`src/rtl/chan_hit_counter.sv`:
```
// Per-channel rising-edge hit counters with a snapshot-and-stream readout.
// Counting never stops; a readout request freezes all counts into snap and restarts counting.
module chan_hit_counter #(
    parameter int CHANNELS = 10,
    parameter int CNT_W    = 8,
    parameter int CIDX_W   = ($clog2(CHANNELS) < 1) ? 1 : $clog2(CHANNELS)
) (
    input  logic                clk,
    input  logic                rstn,
    input  logic [CHANNELS-1:0] ii,
    input  logic                start,
    output logic                busy,
    output logic                out_valid,
    input  logic                out_ready,
    output logic [CIDX_W-1:0]   out_chan,
    output logic [CNT_W-1:0]    out_count,
    output logic                out_last
);

    // state | meaning
    // IDLE  | counting only, waiting for start
    // SNAP  | snapshot just taken, one cycle before streaming
    // SEND  | streaming snap[idx] words to the downstream
    typedef enum logic [1:0] {IDLE, SNAP, SEND} state_t;

    localparam logic [CNT_W-1:0]  CNT_MAX  = '1;
    localparam logic [CIDX_W-1:0] LAST_IDX = CIDX_W'(CHANNELS - 1);

    state_t                state_q, state_d;
    logic [CIDX_W-1:0]     idx_q, idx_d;
    logic [CHANNELS-1:0]   sync1_q, sync1_d, sync2_q, sync2_d, sync3_q, sync3_d;
    logic [CHANNELS-1:0]   hit_edge;
    logic [CNT_W-1:0]      cnt_q  [CHANNELS];
    logic [CNT_W-1:0]      cnt_d  [CHANNELS];
    logic [CNT_W-1:0]      snap_q [CHANNELS];
    logic [CNT_W-1:0]      snap_d [CHANNELS];
    logic                  is_last;

    assign hit_edge = sync2_q & ~sync3_q;
    assign is_last  = (idx_q == LAST_IDX);

    always_comb begin
        sync1_d = ii;
        sync2_d = sync1_q;
        sync3_d = sync2_q;
        state_d = state_q;
        idx_d   = idx_q;
        snap_d  = snap_q;
        for (int i = 0; i < CHANNELS; i++) begin
            cnt_d[i] = (hit_edge[i] && (cnt_q[i] != CNT_MAX)) ? cnt_q[i] + CNT_W'(1) : cnt_q[i];
        end
        case (state_q)
            IDLE: begin
                if (start) begin
                    state_d = SNAP;
                    // An edge landing on the snapshot cycle opens the new interval.
                    for (int i = 0; i < CHANNELS; i++) begin
                        snap_d[i] = cnt_q[i];
                        cnt_d[i]  = hit_edge[i] ? CNT_W'(1) : '0;
                    end
                end
            end
            SNAP: begin
                state_d = SEND;
                idx_d   = '0;
            end
            SEND: begin
                if (out_ready) begin
                    if (is_last) state_d = IDLE;
                    else         idx_d   = idx_q + CIDX_W'(1);
                end
            end
            default: state_d = IDLE;
        endcase
    end

    always_ff @(posedge clk or negedge rstn) begin
        if (!rstn) begin
            state_q <= IDLE;
            idx_q   <= '0;
            sync1_q <= '0;
            sync2_q <= '0;
            sync3_q <= '0;
            for (int i = 0; i < CHANNELS; i++) begin
                cnt_q[i]  <= '0;
                snap_q[i] <= '0;
            end
        end else begin
            state_q <= state_d;
            idx_q   <= idx_d;
            sync1_q <= sync1_d;
            sync2_q <= sync2_d;
            sync3_q <= sync3_d;
            for (int i = 0; i < CHANNELS; i++) begin
                cnt_q[i]  <= cnt_d[i];
                snap_q[i] <= snap_d[i];
            end
        end
    end

    always_comb begin
        busy      = (state_q != IDLE);
        out_valid = (state_q == SEND);
        out_chan  = out_valid ? idx_q : '0;
        out_count = out_valid ? snap_q[idx_q] : '0;
        out_last  = out_valid && is_last;
    end

endmodule

```
`config.mk`:
```
export PLATFORM = sky130hd
export DESIGN_NAME = chan_hit_counter
export DESIGN_NICKNAME = d
export VERILOG_FILES = /design/src/rtl/chan_hit_counter.sv
export SDC_FILE = /design/constraint.sdc
export NUM_CORES = 1
export LEC_CHECK = 0
export BUFFER_PORTS_ARGS = -buffer_cell sky130_fd_sc_hd__buf_2
export CAP_MARGIN = 20
export CELL_PAD_IN_SITES_DETAIL_PLACEMENT = 1
export CELL_PAD_IN_SITES_GLOBAL_PLACEMENT = 2
export CORE_MARGIN = 2
export CORE_UTILIZATION = 41
export CTS_BUF_LIST = sky130_fd_sc_hd__clkbuf_16
export DETAILED_ROUTE_END_ITERATION = 12
export GPL_ROUTABILITY_DRIVEN = 0
export PLACE_DENSITY = 0.77
export SKIP_LAST_GASP = 1
export SLEW_MARGIN = 20
export SYNTH_ARGS = -nofsm -noshare
export SYNTH_HDL_FRONTEND = slang
export SYNTH_SLANG_ARGS = --single-unit
```
`constraint.sdc`:
```
create_clock -name clk -period 2.3 [get_ports clk]
set_clock_uncertainty 0.15 [all_clocks]
set_input_delay 0.575 -clock clk [delete_from_list [all_inputs] [get_ports clk]]
set_output_delay 0.575 -clock clk [all_outputs]
set_load 0.05 [all_outputs]
```
======== Yosys cells after proc, flatten, opt, wreduce, memory -nomap -nowiden ========
Index checks and enable logic that the tools add are counted.
operators by class
  $lt $le $gt $ge ......................... 1
  $add $sub $neg .......................... 11
  mux-type cells .......................... 34
  eq/ne operators ......................... 17
  bitwise logic cells ..................... 3
  reductions and logical operators ........ 17
operators by type and width
  kind                   number
  $mux W80               2
  $mux W8                13
  $add A8 B1 Y8 const B  10
  $ne A8 B8 Y1 const B   10
  $bmux W8 S4            1
  $mux W4                3
  $logic_and A1 B1 Y1    11
  $and A10 B10 Y10       1
  $mux W1                10
  $not A10 Y10           1
  $pmux W4 S2            1
  $mux W2                3
  $pmux W2 S3            1
  $reduce_and A3 Y1      2
  $ge A5 B5 Y1 const B   1
  $not A4 Y5             1
  $add A4 B1 Y4 const B  1
  $eq A4 B4 Y1 const B   1
  $ne A2 B1 Y1 const B   2
  $ne A2 B2 Y1 const B   2
  $reduce_bool A2 Y1     2
  $eq A2 B1 Y1 const B   1
  $eq A2 B2 Y1 const B   1
  $logic_not A2 Y1       1
  $reduce_and A2 Y1      1
word-level totals
  logic and storage cells ................. 108
  register bits ........................... 196
  output and inout bits ................... 15

======== Depth between registers and ports, before layout ========
  depth in word-level cells ............... 6
  depth in mapped cells ................... 7
  gate-level depth less buffers ........... 6

======== Worst setup path before layout ========
No wires, ideal clock.
  path type ............................... flip-flop to output port
  from .................................... register idx_q[0]
  to ...................................... output out_count[0]
  stages on the path, launching flop included .. 7
  data arrival time ....................... 1.952 ns
  data required time ...................... 1.575 ns
  slack ................................... -0.377 ns
  cell sequence ........................... dfrtp_1 buf_6 buf_8 mux2i_1 a221oi_1 o21ai_1 a21oi_1
on the way
  longest elaborated chain between the ends .. 5
RTL lines
  item                                        line  text
  start, declared                             30    logic [CIDX_W-1:0] idx_q, idx_d;
  start signal, assigned                      90    idx_q <= idx_d;
  $not A4 Y5 (not written as such)            105   out_count = out_valid ? snap_q[idx_q] : '0;
  $bmux W8 S4                                 105
  $mux W8 (not written as such) (2 in a row)  105
  $mux W8                                     105
  end, declared                               16    output logic [CNT_W-1:0] out_count,
Every way passes these cells. The select of a mux whose other input is x is not followed.

======== Worst setup path after layout ========
  from .................................... register idx_q[0]
  to ...................................... output out_count[5]
Same word-level chain as after synthesis.

==> impl_results.md <==
* Top cells by area, synth: dfrtp_1 54%, nand2_1 11%, xor2_1 3.0%
* Initial antenna violation count at 0
* WP buf/inv at 2
* Total number of vias at 6718
* Vias in the first global route at 7182
* Worst path arrival time at 1.97 ns
* Mapped Nets at 941
* Dpl cells at 1212
* Final Setup Violations at 10
* Critical Path Stages at 6
* Delay of the slowest cell on the worst path at 0.44 ns
* NumNets Final at 978
* Synth Area in Adders at 1.66%
* Vias per std cell at 5.40
* Compound-Gate Fraction of Synth Area at 9.76%
* CTS Root Cell: clkbuf_16
* Crit-path cells: buf_12 -> mux2i_1 -> a221oi_2 -> o21ai_1 -> a21oi_2 -> buf_6
* Outcome: finished with violations
* Unrepaired setup endpoints after global routing: true
* Largest family of logic cells by synthesized area: simple AND/OR/NAND/NOR gates
* Met2 wire len at 11300 microns
* Met1 WL at 10500 microns
* Simple-Gate Fraction of Synth Area at 22.5%
* Reg2Reg Capture Point: idx_q[1]
* Critical path's slowest cell: dfrtp_2
* Post-synthesis xor/xnor area fraction at 3.48%
* YS warnings at 0
* Layout Cells excl Fill at 1245
* Relative slew margins at 61.5%
* Worst setup SP type: register
* I/O pin count at 29
* Average wire per cell in the routed design at 18.1 microns
* Power per Cell Area at 1030 nW/um^2
* Post-synthesis mux area share at 5.75%
* Cell Rows at 54
* Overall Global Routing Usage at 20.3%
* Worst Tran Pin Value at 0.575 ns
* # Max-Cap Violations at 0
* First-pass GRT wire length at 38500 microns
* DRC at 0
* Area leader, netlist: dfrtp_1
* Hold Crit Depth at 1
* Overall die height at 153 microns
* Area of the mapped netlist at 9050 sq um
* Cell variety after synth at 57
* Pin count of the biggest net entering global routing at 89
* Final Cycle Share at 117%
* Reg2reg start: idx_q[0]
* Postcts setup bufs at 0
* HP Class: in2reg
* Synth Instances at 915
* Antenna Cells at 0
* Cell count of the worst reg-to-reg path at 8
* Port Buffers at 28
* Clock tree buffer depth at 2
* WS Path Type: reg2out
* Critical path origin: idx_q[0]
* Final slew viol count at 0
* Share of cells above drive strength 1 at 16.3%
* Fin crit period at 2.70 ns
* Core ar. at 21800 sq um
* CTS H-Tree Depth at 4
* WP data required at 1.57 ns
* Area Overhead vs Synth at 16.2%
* Die W at 153 microns
* Yosys top cell area share at 54.2%
* Final Hold Viols at 0
* Worst skew pair latency at 0.43 ns
* Initial DRC count at 338
* CTS clk-pin slew, worst paths at 0.08 ns
* Post-DP HPWL at 15800 microns
* Starting density of the core at 41.6%
* Post-Route WL at 22600 microns
* Lkg Pwr at 4.99 nW
* Routed met3 length at 527 microns
* Post-synthesis register bit count at 196
* DRT Pass-1 Iters at 4
* Die area at 23300 sq um
* TritonCTS clock tree: yes
* Final ANT Viol Nets at 0
* Cts bufs inserted at 17
* Peak VDD IR at 0.454 mV
* Final Total Pwr at 10.8 mW
* Fmax at 371 MHz
* Final hold slack at 0.0940 ns
* DR top layer: met4
* Critical Path Sink Type: output port
* Failing checks: negative setup slack
* Final worst setup slack at -0.398 ns
* Syn_area_per_cell at 9.90 sq um
* Total global routing overflow at 0
* Crit Path Max Fanout at 17
* Worst reg2reg setup slack at 0.21 ns
* Crit path to: out_count[5]
* Post-synthesis sequential area ratio at 54.2%
* Clock tree sinks at 196
* Family with the most delay on the worst path: compound AO/OA/AOI/OAI gates
## layer usage
layer  global-route usage (%)  vias to the layer above
li1                         -                     3232
met1                     27.7                     3417
met2                     34.4                       56
met3                     3.13                       13
met4                     4.76                        0
met5                        0                        -
## worst min-delay path by stage
| stage | startpoint | to |
|---|---|---|
| 3_5_place_dp | sync1_q[3] | sync2_q[3] |
| 6_report | ii[2] | sync1_q[2] |
| 4_1_cts | ii[1] | sync1_q[1] |
| 2_1_floorplan | rstn | cnt_q[0] |
| 3_3_place_gp | sync1_q[6] | sync2_q[6] |
| 5_1_grt | ii[6] | sync1_q[6] |
## cells in the mapped netlist (all sizes together)
cell     number
a2111oi       1
a211oi        2
a21o          1
a21oi        32
a221oi        8
a31o          1
a31oi         5
a32o          8
and2          2
and2b         9
and3         17
and4          2
and4b         1
and4bb        2
buf          32
clkbuf        7
dfrtp       196
ha           12
inv           9
mux2          8
mux2i        25
mux4          8
nand2       273
nand2b        2
nand3        25
nand3b        3
nand4        18
nand4b        7
nor2         57
nor2b         3
nor3          6
nor3b         1
nor4b         1
nor4bb        1
o2111ai       1
o211ai       19
o21ai        50
o22ai         1
o31ai         3
o41ai         1
or3          16
or4           3
xnor2         5
xor2         31
## cells in the final DEF (no fill, tap or decap), types with 4 or more instances in the layout
cell type	synthesis	routed
buf_4	1	21
mux4_2	8	8
buf_2	25	14
nor2_1	57	56
a21oi_2	1	9
xor2_1	31	31
nand4b_1	7	7
a221oi_2	0	8
and2b_1	9	9
bufinv_16	0	4
buf_12	0	8
inv_1	6	6
o211ai_1	12	12
and3_1	17	17
dfrtp_1	196	193
o21ai_0	41	41
nand4_1	18	18
a21oi_1	31	23
inv_6	0	5
nand2_1	273	272
nor3_1	6	6
a32o_1	8	8
xnor2_1	5	5
clkbuf_16	0	17
mux2i_1	25	25
buf_6	2	11
or3_1	15	15
o21ai_2	1	7
nand3_1	21	21
a31oi_1	5	5
o211ai_2	7	7
mux2_2	8	8
ha_1	12	12
## through the flow
step           setup TNS (ns)  setup WS [ns]  area [sq um]  util [%]
6_report                -3.22         -0.398         10500      48.4
2_1_floorplan          -0.798        -0.0896          9090         -
5_1_grt                 -4.19         -0.480         10500      48.4
3_3_place_gp           -0.576         -0.102          9700      44.6
4_1_cts                 -3.54         -0.412         10500      48.3
3_5_place_dp           -0.689         -0.120          9700      44.6
## logic make-up (layout without fill, tap and decap cells)
kind of cell | count (synthesis) | in the layout
simple gates | 449 | 449
flops | 196 | 196
compound gates | 133 | 133
buf+inv | 48 | 98
mux | 41 | 41
xor+xnor | 36 | 36
fa+ha+maj | 12 | 12
## final cells by class
cell class              count  area [sq um]
multi-input cells         671          4030
fillers                  2422         11200
clock buffers              17           425
inverters                   9          36.3
repair buffers             57           551
clock inverters            15           219
flip-flops and latches    196          4910
well taps                 280           350
## power by group
| group | switching (mW) | total (mW) | leakage [nW] | internal, mW |
|---|---|---|---|---|
| combinational | 1.82 | 2.98 | 2.07 | 1.16 |
| clock | 1.39 | 3.25 | 0.306 | 1.85 |
| sequential | 0.575 | 4.55 | 2.61 | 3.98 |
| total | 3.79 | 10.8 | 4.99 | 6.99 |
## state kept, by name, indices dropped and copies added, names as in the netlist
name,flops
cnt_q,80
idx_q,4
snap_q,80
state_q,2
sync1_q,10
sync2_q,10
sync3_q,10
## worst register-to-register path, cell delays in order (launching register included)
cell and delay (ns):
dfrtp_2 0.44, buf_12 0.17, buf_4 0.19, ha_1 0.20, nand3b_1 0.15, buf_4 0.16
nor4b_1 0.27, a21oi_1 0.08, o21ai_0 0.19
## repair_timing
action,CTS,global route
pin swaps,13,2
setup endpoints to repair,13,13
gates resized for setup,42,5
hold endpoints to repair,48,0
hold buffers,1,0
Note: power is estimated with default switching activity, not from simulation.
